$ cat src/rtl/text_console_if.sv
// Byte-input handshake and character-memory write port of the text console.
interface text_console_if;
  logic [7:0]  tc_data;
  logic        tc_valid;
  logic        tc_ready;
  logic [7:0]  vm_ch_in;
  logic [12:0] vm_ch_addr;
  logic        vm_ch_write_enable;

  modport master (
    output tc_data, tc_valid,
    input  tc_ready, vm_ch_in, vm_ch_addr, vm_ch_write_enable
  );

  modport slave (
    input  tc_data, tc_valid,
    output tc_ready, vm_ch_in, vm_ch_addr, vm_ch_write_enable
  );
endinterface

$ cat src/rtl/text_console.sv
// Character-cell text console: places incoming bytes into a COLS x ROWS character
// memory, handles CR/LF/BS/FF and clears lines or the whole screen with BLANK.
module text_console #(
  parameter int         COLS  = 107,
  parameter int         ROWS  = 40,
  parameter logic [7:0] BLANK = 8'd32
) (
  input  logic         clk,
  input  logic         rst_n,
  text_console_if.slave bus,
  output logic [6:0]   cur_col,
  output logic [5:0]   cur_row,
  output logic         busy
);

  typedef enum logic [1:0] {CLR_ALL, IDLE, WRITE, CLR_LINE} state_t;

  localparam logic [12:0] CELLS    = 13'(COLS * ROWS);
  localparam logic [12:0] LINE     = 13'(COLS);
  localparam logic [6:0]  LAST_COL = 7'(COLS - 1);
  localparam logic [5:0]  LAST_ROW = 6'(ROWS - 1);

  state_t      state, state_d;
  logic [12:0] clr_cnt, clr_cnt_d;
  logic [12:0] row_base, row_base_d;
  logic [6:0]  col_d;
  logic [5:0]  row_d;
  logic        adv, adv_d;
  logic        we_d;
  logic [12:0] addr_d;
  logic [7:0]  ch_d;

  logic        accept;
  logic        row_wrap;
  logic [5:0]  next_row;
  logic [12:0] next_base;
  logic [12:0] cur_addr;

  assign bus.tc_ready = (state == IDLE);
  assign busy         = (state != IDLE);
  assign accept       = bus.tc_valid && bus.tc_ready;

  // Row base steps by COLS per row and wraps to 0, so no multiplier is needed.
  assign row_wrap  = (cur_row == LAST_ROW);
  assign next_row  = row_wrap ? 6'd0 : cur_row + 6'd1;
  assign next_base = row_wrap ? 13'd0 : row_base + LINE;
  assign cur_addr  = row_base + {6'd0, cur_col};

  always_ff @(posedge clk or negedge rst_n) begin
    if (!rst_n) begin
      state                  <= CLR_ALL;
      clr_cnt                <= 13'd0;
      row_base               <= 13'd0;
      cur_col                <= 7'd0;
      cur_row                <= 6'd0;
      adv                    <= 1'b0;
      bus.vm_ch_write_enable <= 1'b0;
      bus.vm_ch_addr         <= 13'd0;
      bus.vm_ch_in           <= 8'd0;
    end else begin
      state                  <= state_d;
      clr_cnt                <= clr_cnt_d;
      row_base               <= row_base_d;
      cur_col                <= col_d;
      cur_row                <= row_d;
      adv                    <= adv_d;
      bus.vm_ch_write_enable <= we_d;
      bus.vm_ch_addr         <= addr_d;
      bus.vm_ch_in           <= ch_d;
    end
  end

  // The write strobe is registered, so each clear state spends one extra cycle
  // (counter == limit) letting the last strobe drain before returning to IDLE.
  always_comb begin
    state_d    = state;
    clr_cnt_d  = clr_cnt;
    row_base_d = row_base;
    col_d      = cur_col;
    row_d      = cur_row;
    adv_d      = adv;
    we_d       = 1'b0;
    addr_d     = bus.vm_ch_addr;
    ch_d       = bus.vm_ch_in;

    case (state)
      CLR_ALL: begin
        if (clr_cnt == CELLS) begin
          state_d = IDLE;
        end else begin
          we_d      = 1'b1;
          addr_d    = clr_cnt;
          ch_d      = BLANK;
          clr_cnt_d = clr_cnt + 13'd1;
        end
      end

      CLR_LINE: begin
        if (clr_cnt == LINE) begin
          state_d = IDLE;
        end else begin
          we_d      = 1'b1;
          addr_d    = row_base + clr_cnt;
          ch_d      = BLANK;
          clr_cnt_d = clr_cnt + 13'd1;
        end
      end

      IDLE: begin
        if (accept) begin
          case (bus.tc_data)
            8'h0D: col_d = 7'd0;
            8'h0A: begin
              col_d      = 7'd0;
              row_d      = next_row;
              row_base_d = next_base;
              clr_cnt_d  = 13'd0;
              state_d    = CLR_LINE;
            end
            8'h0C: begin
              col_d      = 7'd0;
              row_d      = 6'd0;
              row_base_d = 13'd0;
              clr_cnt_d  = 13'd0;
              state_d    = CLR_ALL;
            end
            8'h08: begin
              if (cur_col != 7'd0) begin
                col_d   = cur_col - 7'd1;
                we_d    = 1'b1;
                addr_d  = cur_addr - 13'd1;
                ch_d    = BLANK;
                adv_d   = 1'b0;
                state_d = WRITE;
              end
            end
            default: begin
              we_d    = 1'b1;
              addr_d  = cur_addr;
              ch_d    = bus.tc_data;
              adv_d   = 1'b1;
              state_d = WRITE;
            end
          endcase
        end
      end

      WRITE: begin
        state_d = IDLE;
        if (adv) begin
          if (cur_col == LAST_COL) begin
            col_d      = 7'd0;
            row_d      = next_row;
            row_base_d = next_base;
            clr_cnt_d  = 13'd0;
            state_d    = CLR_LINE;
          end else begin
            col_d = cur_col + 7'd1;
          end
        end
      end

      default: state_d = CLR_ALL;
    endcase
  end

endmodule
$ cat src/flat_wrapper.sv
// flat-port wrapper written by rule: the top's interface ports become plain ports
module text_console_flat 
#(
  parameter int         COLS  = 107,
  parameter int         ROWS  = 40,
  parameter logic [7:0] BLANK = 8'd32
)
  (clk, rst_n, cur_col, cur_row, busy, bus_tc_data, bus_tc_valid, bus_tc_ready, bus_vm_ch_in, bus_vm_ch_addr, bus_vm_ch_write_enable);
  text_console_if bus_i ();
  input  logic clk;
  input  logic rst_n;
  output logic [6:0] cur_col;
  output logic [5:0] cur_row;
  output logic busy;
  input wire logic [$bits(bus_i.tc_data)-1:0] bus_tc_data;
  input wire logic [$bits(bus_i.tc_valid)-1:0] bus_tc_valid;
  output wire logic [$bits(bus_i.tc_ready)-1:0] bus_tc_ready;
  output wire logic [$bits(bus_i.vm_ch_in)-1:0] bus_vm_ch_in;
  output wire logic [$bits(bus_i.vm_ch_addr)-1:0] bus_vm_ch_addr;
  output wire logic [$bits(bus_i.vm_ch_write_enable)-1:0] bus_vm_ch_write_enable;
  assign bus_i.tc_data = bus_tc_data;
  assign bus_i.tc_valid = bus_tc_valid;
  assign bus_tc_ready = bus_i.tc_ready;
  assign bus_vm_ch_in = bus_i.vm_ch_in;
  assign bus_vm_ch_addr = bus_i.vm_ch_addr;
  assign bus_vm_ch_write_enable = bus_i.vm_ch_write_enable;
  text_console #(.COLS(COLS), .ROWS(ROWS), .BLANK(BLANK)) u_core (.clk(clk), .rst_n(rst_n), .bus(bus_i), .cur_col(cur_col), .cur_row(cur_row), .busy(busy));
endmodule
$ cat config.mk
export PLATFORM = sky130hd
export DESIGN_NAME = text_console_flat
export DESIGN_NICKNAME = d
export VERILOG_FILES = /design/src/rtl/text_console_if.sv /design/src/rtl/text_console.sv /design/src/flat_wrapper.sv
export SDC_FILE = /design/constraint.sdc
export NUM_CORES = 1
export LEC_CHECK = 0
export CAP_MARGIN = 5
export CORE_ASPECT_RATIO = 0.8
export CORE_MARGIN = 2
export CORE_UTILIZATION = 55
export CTS_CLUSTER_SIZE = 16
export DETAILED_ROUTE_END_ITERATION = 10
export PLACE_DENSITY = 0.8
export REMOVE_ABC_BUFFERS = 1
export SLEW_MARGIN = 40
export SYNTH_ARGS = -nofsm -noshare
export SYNTH_HDL_FRONTEND = slang
export SYNTH_SLANG_ARGS = --single-unit
$ cat constraint.sdc
create_clock -name clk -period 6.76 [get_ports clk]
set_input_delay 0.676 -clock clk [delete_from_list [all_inputs] [get_ports clk]]
set_output_delay 0.676 -clock clk [all_outputs]
set_load 0.005 [all_outputs]
Word level (Yosys, flattened, before mapping)
Cells that the tools add are included.
{"block": "word_totals", "ff_bits": 64, "word_cells": 110}
{"block": "op_classes", "n_addsub": 8, "eq_ne": 26, "mux": 53, "n_reduce_logical": 13, "bitwise_logic": 1}
{"op": "$mux W13", "count": 14}
{"op": "$pmux W13 S2", "count": 3}
{"op": "$pmux W13 S4", "count": 1}
{"op": "$pmux W13 S3", "count": 1}
{"op": "$eq A8 B4 Y1 const B", "count": 4}
{"op": "$mux W8", "count": 4}
{"op": "$mux W7", "count": 4}
{"op": "$pmux W7 S2", "count": 2}
{"op": "$mux W6", "count": 4}
{"op": "$pmux W6 S2", "count": 2}
{"op": "$pmux W8 S3", "count": 1}
{"op": "$pmux W2 S4", "count": 2}
{"op": "$pmux W8 S2", "count": 1}
{"op": "$reduce_and A5 Y1", "count": 3}
{"op": "$add A13 B1 Y13 const B", "count": 1}
{"op": "$add A13 B13 Y13", "count": 1}
{"op": "$add A13 B7 Y13", "count": 1}
{"op": "$add A13 B7 Y13 const B", "count": 1}
{"op": "$eq A13 B13 Y1 const B", "count": 1}
{"op": "$eq A13 B7 Y1 const B", "count": 1}
{"op": "$sub A13 B1 Y13 const B", "count": 1}
{"op": "$mux W2", "count": 6}
{"op": "$ne A2 B1 Y1 const B", "count": 6}
{"op": "$ne A2 B2 Y1 const B", "count": 6}
{"op": "other kinds (21)", "count": 30}

Longest topological paths before layout
Gate-level depths: netlist of run 1.
{"block": "depth", "word_depth": 6, "ltp_mapped": 12}

Least setup slack after synthesis of run 1
No wires, ideal clock.
{"block": "synth_path", "path_kind": "in2reg", "from": "in bus_tc_data[1]", "to": "reg u_core.bus.vm_ch_addr[10]", "t_arrival_ns": 2.708, "setup_time_ns": 0.128, "path_stages": 10, "path_buffers": 3, "slack_ns": 3.924, "cell_sequence": "or4b_4 > or2_1 > buf_6 > or3_4 > a31oi_1 > or2_1 > buf_6 > buf_8 > mux2i_1 > o31ai_2"}
{"block": "synth_between", "elab_chain_cells": 5, "elab_cells_between_ends": 11, "classes_between": "eq/ne: 6; mux: 3; reduce/logical: 2"}
{"item": "start, declared", "line": "flat_wrapper.sv:15", "rtl": "input wire logic [$bits(bus_i.tc_data)-1:0] bus_tc_data;"}
{"item": "$eq A8 B4 Y1", "line": "text_console.sv:111", "rtl": "case (bus.tc_data)"}
{"item": "$reduce_or A3 Y1 (no line)"}
{"item": "$pmux W13 S2", "line": "text_console.sv:111"}
{"item": "$mux W13", "line": "text_console.sv:110", "rtl": "if (accept) begin"}
{"item": "$pmux W13 S3", "line": "text_console.sv:86", "rtl": "case (state)"}
{"item": "end signal, assigned", "line": "text_console.sv:68", "rtl": "bus.vm_ch_addr <= addr_d;"}
{"item": "end, declared", "line": "text_console_if.sv:17", "rtl": "output tc_ready, vm_ch_in, vm_ch_addr, vm_ch_write_enable"}
Parallel ways exist; a longest one is shown, timed or not. The select of a mux whose other input is x is not followed.
A chain may end at the register's enable or synchronous reset.

Final worst setup path of run 1
{"block": "layout_path", "from": "in bus_tc_data[0]", "to": "reg u_core.bus.vm_ch_addr[12]"}
Same word-level chain as after synthesis.

==> results of run 1 <==
-- worst paths after layout --
kind / endpoint / cells after the start / slack [ps]
max: u_core.bus.vm_ch_addr[12] / 10 / 3320
min: u_core.row_base[11] / 2 / 430
max reg2reg: u_core.bus.vm_ch_addr[12] / 11 / 3440
min reg2reg: u_core.bus.vm_ch_addr[5] / 2 / 480
max in group asynchronous: u_core.bus.vm_ch_addr[0] / 2 / 5910
min in group clk: u_core.bus.vm_ch_addr[5] / 2 / 480
-- state kept, by name, summed over array words and instances (netlist names) --
| signal | cells |
|---|---|
| u_core.adv | 1 |
| u_core.cur_row | 6 |
| u_core.state | 2 |
| u_core.cur_col | 7 |
| u_core.clr_cnt | 13 |
| u_core.row_base | 13 |
| u_core.bus.vm_ch_addr | 13 |
| u_core.bus.vm_ch_in | 8 |
| u_core.bus.vm_ch_write_enable | 1 |
-- through the flow --
step,hold WS [ps],utilization,cells,instance area [sq um]
after floorplan,380,-,593,4820
after global placement,462,0.631,755,5450
after detailed placement,473,0.631,755,5450
after CTS,485,0.669,770,5770
after global routing,499,0.670,770,5780
final,428,0.670,770,5780
-- final cells by class --
cell class	instances	area, sq um	area share
multi-input combinational	503	3130	0.541
tap	112	140	0.0242
timing repair buffer	50	492	0.0850
clock inverter	3	65.1	0.0112
sequential	64	1600	0.277
inverter	26	97.6	0.0169
clock buffer	12	256	0.0443
-- layer usage --
layer | global-route usage | routed length (um)
met5 | 0 | 0
met4 | 0.0989 | 240
met3 | 0.0539 | 884
met2 | 0.464 | 6300
met1 | 0.396 | 5850
-- cells in the final DEF (no fill, tap or decap), drive strengths merged, types with 11 or more instances in the layout --
cell / instances
xnor2: 16
a31oi: 14
clkbuf: 12
and3: 11
dfrtp: 64
a21oi: 35
nor2: 53
clkdlybuf4s50: 46
ha: 31
inv: 25
nand2: 79
nor3: 16
nand3: 19
o21ai: 94
-- power by group --
| group | switching (mW) | leakage [nW] | internal, mW |
|---|---|---|---|
| sequential | 0.161 | 0.835 | 0.501 |
| clock | 0.168 | 0.159 | 0.340 |
| combinational | 0.781 | 1.44 | 0.526 |
| total | 1.11 | 2.43 | 1.37 |
-- worst reg2reg max path, delay by kind of cell, from the launching register on --
kind | cells | cell delay (ps)
compound gates | 3 | 420
fa+ha+maj | 1 | 220
buf+inv | 2 | 540
flops | 1 | 470
mux | 1 | 180
simple gates | 4 | 1390
-- cells by family after synthesis --
group                    share of synthesized area
AND/OR/NAND/NOR                              0.217
buffers and inverters                       0.0481
AO/OA/AOI/OAI                                0.269
multiplexers                                0.0103
adder cells (fa/ha/maj)                     0.0862
flip-flops                                   0.323
XOR/XNOR                                    0.0459
==> results.md, run 1 <==
Detailed routing:
- The per-cell routed wire length is 17.2 um.
- Using the TritonRoute via totals, the vias-per-cell ratio works out to 6.41.
- In the routed design, unresolved DRC markers number 0.
- The routed layout has 4937 vias.
- The number of nets with antenna violations after routing is 0.
- The first routing iteration left 358 violations.
- The number of detailed-routing iterations run before antenna repair is 5.
- Summed over all layers, the routed wires come to 13.3 mm.

Logic synthesis:
- The register bit total from synthesis is 64.
- In the synthesized netlist the async set-or-reset flop fraction comes to 1.00.
- The count of cell types in the netlist is 73.
- The predominant post-synthesis flop cell is sky130_fd_sc_hd__dfrtp_1.
- The share of synthesized area in the top cell type comes to 0.323.
- During synthesis, Yosys emitted a total of 0 warnings.
- The total standard cell area after synthesis is 0.00496 sq mm.
- After synthesis, the cell types taking the most area are sky130_fd_sc_hd__dfrtp_1 32%, sky130_fd_sc_hd__o21ai_0 9.3%, sky130_fd_sc_hd__ha_1 7.8%, sky130_fd_sc_hd__nand2_1 6.0%, sky130_fd_sc_hd__nor2_1 4.0%.
- The share of the Yosys chip area taken by registers is 0.323.
- In this run, synthesis inferred 0 flip-flops with an integrated enable.
- The commonest cells after synthesis are 92 x sky130_fd_sc_hd__o21ai_0, 79 x sky130_fd_sc_hd__nand2_1, 64 x sky130_fd_sc_hd__dfrtp_1, 53 x sky130_fd_sc_hd__nor2_1, 35 x sky130_fd_sc_hd__a21oi_1.
- The cell type contributing the most total cell area after synthesis is sky130_fd_sc_hd__dfrtp_1.
- The cell with the most instances after synthesis is sky130_fd_sc_hd__o21ai_0.
- The synthesized area per cell is 8.02 sq um.
- The number of instances in the synthesized netlist is 619.

Worst setup path:
- Traced cell by cell, the critical path runs through clkdlybuf4s50_1 > or4_4 > or2_1 > or3_4 > a31oi_1 > or2_1 > buf_4 > mux2i_1 > a31oi_1 > o21ai_1.
- In this run the worst setup path begins at bus_tc_data[0].
- The maximum fanout count along the critical path is 43.
- The type of origin of the critical path is an input pin.
- The critical path is of the in2reg type.
- Data arrives at the worst endpoint at 3660 ps.
- The worst path required time is 6980 ps.
- For this run, the slowest stage of the critical path takes 610 ps.
- The worst setup path is captured at a flip-flop.
- The cell type of the slowest stage on the worst timing path is sky130_fd_sc_hd__or4_4.
- In this design, the largest share of critical-path delay is due to simple AND/OR/NAND/NOR gates.
- The startpoint of the worst register-to-register path is u_core.cur_col[0].
- Counting both buffers and inverters, the worst setup path holds a total of 2.

CTS:
- The tree built by TritonCTS fans out to 64 sinks.
- The post-cts hold buffer count is 0.
- The number of cells upsized or downsized after cts is 0.
- Post-CTS timing repair inserted 0 buffers for setup.
- The CTS tree is yes.
- The root buffer cell chosen for the clock tree is sky130_fd_sc_hd__clkbuf_16.
- After clock tree synthesis, the clock-pin slew on the worst setup and hold paths is 50 ps.
- The largest buffer count on any clock path is 2.
- The latest clock arrival within the worst-skew pair is 340 ps.
- In this run, CTS created clock tree buffers numbering 9.
- The total number of H-tree levels is 3.

STA:
- The final clock period utilization by the worst path is 0.508.
- In the post-route analysis, the smallest setup slack over all paths is 3320 ps.
- The worst relative slew slack is 0.585.
- The count of pins over their slew limit was 0.
- The aggregate negative setup slack is 0 ps.
- Setup violations remaining at the end of the flow were counted as 0.
- The clock tree skew after final layout is 8.45 ps.
- For the pin with the worst max-slew slack, the measured transition is 623 ps.
- Setup repair after global routing left no endpoint under its margin.
- Counting I/O delays and the setup requirement, the final critical path takes 3440 ps.
- Based on the critical path, the design can be clocked at up to 291 MHz.
- The count of endpoints failing hold in the final timing report is 0.

Place:
- The pre-CTS setup slack is 3080 ps.
- The count of buffers from port buffering is 47.
- Routability-driven placement finished with a final weighted congestion of 0.915.
- The post-detailed-placement half-perimeter wirelength is 9.38 mm.

GRT:
- The number of global-route vias before repair is 4541.
- For this run the aggregate overflow at the end of global routing stands at 0.
- The wire length of the first global-routing pass is 22.0 mm.
- The global-route usage over all layers is 0.289.
- Entering global routing, the biggest net connects 65 pins.
- The number of antenna violations at the first check in global routing came to 0.

Floorplanning:
- The floorplan has 30 rows.
- The die span in x is 110 um.
- The floorplan step defined a die boundary enclosing 0.00981 sq mm.
- The core area is 0.00863 sq mm.
- For this configuration, the core starts out at a cell density of 0.575.
- The floorplan step set the die height to 89.0 um.
- The number of placed I/O pins is 48.

Layout:
- The post-synthesis to final-layout area growth is 16.5%.
- The fill cell instance count of the final layout is 726.
- The final layout contains 698 nets.
- 0 antenna diodes ended up in the layout.
- Of the cells placed in the final design, the portion with a size suffix greater than 1 is 0.0593.

Pwr:
- The power density relative to cell area is 428 mW/mm^2.
- The largest voltage drop on the vdd net is 0.239 mV.
- Summed over all cells, the static leakage comes to 2.43 nW.
- Overall power consumption after layout is estimated at 2.48 mW.

Flow run:
- The max-cap check violation count is 0.

Min path:
- The type of the worst min-delay path is in2async.

Run status:
- The flow ran to the end, and the final reports show no timing, DRC or antenna violations.
(Power assumes the default switching activity.)
==> inputs of run 2 (changes only) <==
clock period = 3.45 ns   (was 6.76 ns; I/O delays follow)
==> results.md, run 2 (synthesis gave the netlist of run 1 again) <==
Detailed routing:
- The via density per instance is 6.26 (was 6.41).
- The violation count after the first detailed-routing iteration is 355 (was 358).
- The per-cell routed wire length is 16.9 um (was 17.2 um).
- The total via count in the routed design came to 4914 (was 4937).
- The number of nets with antenna violations after routing is 0 (unchanged).
- The number of detailed-routing iterations run before antenna repair was 5 (unchanged).
- The final routed DRC violation total was 0 (unchanged).
- The total wirelength of the detailed-routed design was 13.3 mm (about the same).

CTS:
- The total number of H-tree levels came to 3 (unchanged).
- The CTS buffer count is 9 (unchanged).
- The CTS clock-pin slew for the worst setup and hold paths came to 50 ps (about the same).
- The number of setup buffers added after CTS is 0 (unchanged).
- The buffer type at the clock tree root was sky130_fd_sc_hd__clkbuf_16 (unchanged).
- The CTS tree is yes (unchanged).
- The post-cts hold buffer count is 1 (was 0).
- The latest clock arrival within the worst-skew pair came to 330 ps (was 340 ps).
- The number of cells upsized or downsized after cts is 0 (unchanged).
- The largest buffer count on any clock path is 2 (unchanged).
- The TritonCTS sink count was 64 (unchanged).

GRT:
- The final global-route overflow total came to 0 (unchanged).
- The met1 capacity usage during global routing was 0.395 (was 0.396).
- The wire length of the first global-routing pass came to 22.6 mm (was 22.0 mm).
- The global-route met3 utilization came to 0.0627 (was 0.0539).
- The routing usage on met2 is 0.475 (was 0.464).
- The pin count of the biggest net entering global routing is 29 (was 65).
- The busiest layer in global routing is met2 (unchanged).
- The number of antenna violations at the first check in global routing is 0 (unchanged).
- The number of global-route vias before repair was 4658 (was 4541).
- The global-route usage over all layers is 0.295 (was 0.289).

Layout:
- Registers with the highest flip-flop counts: u_core.bus.vm_ch_addr (13), u_core.clr_cnt (13), u_core.row_base (13) (unchanged).
- Most used cells in the layout excluding fill and tap cells: 92 x sky130_fd_sc_hd__o21ai_0, 79 x sky130_fd_sc_hd__nand2_1, 64 x sky130_fd_sc_hd__dfrtp_1, 52 x sky130_fd_sc_hd__nor2_1, 46 x sky130_fd_sc_hd__clkdlybuf4s50_1 (unchanged).
- The antenna cell count is 0 (unchanged).
- The final-stage net count is 712 (was 698).
- The number of non-filler instances in the completed layout was 785 (was 770).
- The most frequent standard cell in the layout excluding fill and tap cells is sky130_fd_sc_hd__o21ai_0 (unchanged).
- The fraction of final layout cells sized beyond drive strength 1 is 0.0758 (was 0.0593).
- The post-synthesis to final-layout area growth came to 18.1% (was 16.5%).

Worst setup path:
- The startpoint of the worst register-to-register path is u_core.cur_col[0] (unchanged).
- The family with the most delay on the worst path is compound AO/OA/AOI/OAI gates (was simple AND/OR/NAND/NOR gates).
- The worst path arrival time is 3400 ps (was 3660 ps).
- The end of the worst register-to-register path is u_core.bus.vm_ch_addr[8] (was u_core.bus.vm_ch_addr[12]).
- The depth of the worst register-to-register path is 12 (was 11).
- The capturing element type of the critical path is a flip-flop (unchanged).
- The maximum fanout count along the critical path is 4 (was 43).
- The longest individual stage delay on the worst path is 490 ps (was 610 ps).
- The start point of the critical path was u_core.cur_col[0] (was bus_tc_data[0]).
- The path type of the worst setup path is reg2reg (was in2reg).
- The cell type of the slowest stage on the worst timing path was sky130_fd_sc_hd__fa_1 (was sky130_fd_sc_hd__or4_4).
- The logic depth of the worst setup path including buffers is 12 (was 10).
- The reg-to-reg setup timing slack is 260 ps (was 3440 ps).
- The buffers plus inverters on the worst setup path came to 2 (unchanged).
- The type of origin of the critical path is a flip-flop (was input pin).
- Cells traversed along the worst timing path: ha_1 > fa_1 > inv_1 > ha_1 > inv_1 > nor4_1 > o221ai_1 > a2111oi_0 > o2bb2ai_1 > xnor2_1 > a21oi_1 > o21ai_0 (was clkdlybuf4s50_1 > or4_4 > or2_1 > or3_4 > a31oi_1 > or2_1 > buf_4 > mux2i_1 > a31oi_1 > o21ai_1).
- The timing endpoint of the critical path is u_core.bus.vm_ch_addr[8] (was u_core.bus.vm_ch_addr[12]).
- The worst path required time is 3660 ps (was 6980 ps).

STA:
- The final clock period utilization by the worst path is 0.925.
- The worst slack on hold paths came to 474 ps (was 428 ps).
- The measured slew at the worst slew-check pin is 585 ps (was 623 ps).
- The clock tree skew after final layout is 7.76 ps (was 8.45 ps).
- The worst relative slew slack is 0.610 (was 0.585).
- The count of endpoints failing hold in the final timing report is 0 (unchanged).
- The highest achievable clock rate is 313 MHz.
- The routed design could run at a clock period as short as 3190 ps.
- The aggregate negative setup slack is 0 ps (unchanged).
- The setup-violating endpoint count in the final report is 0 (unchanged).
- The count of pins over their slew limit is 0 (unchanged).
- RSZ-0062 raised after global routing: false (unchanged).

Floorplanning:
- The number of placed I/O pins is 48 (unchanged).
- The initial core utilization is 0.575 (unchanged).
- The chip height came to 89.0 um (unchanged).
- The core area is 0.00863 sq mm (unchanged).
- The die span in x is 110 um (unchanged).
- The count of standard-cell rows was 30 (unchanged).
- The floorplan die area is 0.00981 sq mm (unchanged).

Pwr:
- The power density relative to cell area came to 826 mW/mm^2 (was 428 mW/mm^2).
- The leakage power is 2.49 nW (was 2.43 nW).
- The largest voltage drop on the vdd net was 0.488 mV (was 0.239 mV).

Flow run:
- The max-cap check violation count is 0 (unchanged).

Place:
- The count of buffers from port buffering is 47 (unchanged).
- The cell count after placement came to 768 (was 755).
- The placer congestion estimate was 0.935 (was 0.915).
- The post-detailed-placement half-perimeter wirelength is 9.71 mm (was 9.38 mm).

Min path:
- The type of the worst min-delay path is reg2reg (was in2async).

Run status:
- Outcome: complete, no violations (unchanged).
run 2: area by class of cell:
cell class	instances	area [sq um]
timing repair buffer	64	596
fill	729	2770
inverter	26	97.6
clock inverter	3	40.0
multi-input combinational	503	3130
tap	112	140
sequential	64	1600
clock buffer	13	260
run 2: metrics by stage:
step                      setup slack [ps]   util  cell area, sq um  total power [mW]
final                                  259  0.679              5860              4.84
after global routing                  34.0  0.679              5860              5.23
after CTS                              328  0.679              5860              4.82
after detailed placement               237  0.643              5550              3.87
after global placement                 321  0.643              5550              3.77
after floorplan                        148      -              4820              2.89
run 2: worst min path at each step:
stage / endpoint / start / cells after the start
2_1_floorplan: u_core.adv / rst_n / 0
3_3_place_gp: u_core.cur_row[5] / rst_n / 1
3_5_place_dp: u_core.cur_row[5] / rst_n / 1
4_1_cts: u_core.bus.vm_ch_addr[4] / u_core.bus.vm_ch_addr[4] / 1
5_1_grt: u_core.bus.vm_ch_addr[4] / u_core.bus.vm_ch_addr[4] / 1
6_report: u_core.bus.vm_ch_addr[4] / u_core.bus.vm_ch_addr[4] / 1
run 2: metal layers:
layer | vias to the layer above | part of all wire
met4 | 0 | 0.023
li1 | 2368 | -
met1 | 2313 | 0.46
met2 | 203 | 0.46
met3 | 30 | 0.061
met5 | - | 0
run 2: power by group:
group | internal [mW] | switching, mW | total (mW) | leakage [nW]
clock network | 0.597 | 0.332 | 0.928 | 0.150
registers | 0.982 | 0.289 | 1.27 | 0.835
logic | 1.10 | 1.54 | 2.64 | 1.51
total | 2.68 | 2.16 | 4.84 | 2.49
run 2: worst register-to-register path, cell delays in order (launching register included):
cell and delay, ps:
sky130_fd_sc_hd__dfrtp_1 380, sky130_fd_sc_hd__ha_1 240, sky130_fd_sc_hd__fa_1 490, sky130_fd_sc_hd__inv_1 90, sky130_fd_sc_hd__ha_1 140, sky130_fd_sc_hd__inv_1 60, sky130_fd_sc_hd__nor4_1 360, sky130_fd_sc_hd__o221ai_1 270
sky130_fd_sc_hd__a2111oi_0 490, sky130_fd_sc_hd__o2bb2ai_1 170, sky130_fd_sc_hd__xnor2_1 150, sky130_fd_sc_hd__a21oi_1 150, sky130_fd_sc_hd__o21ai_0 80
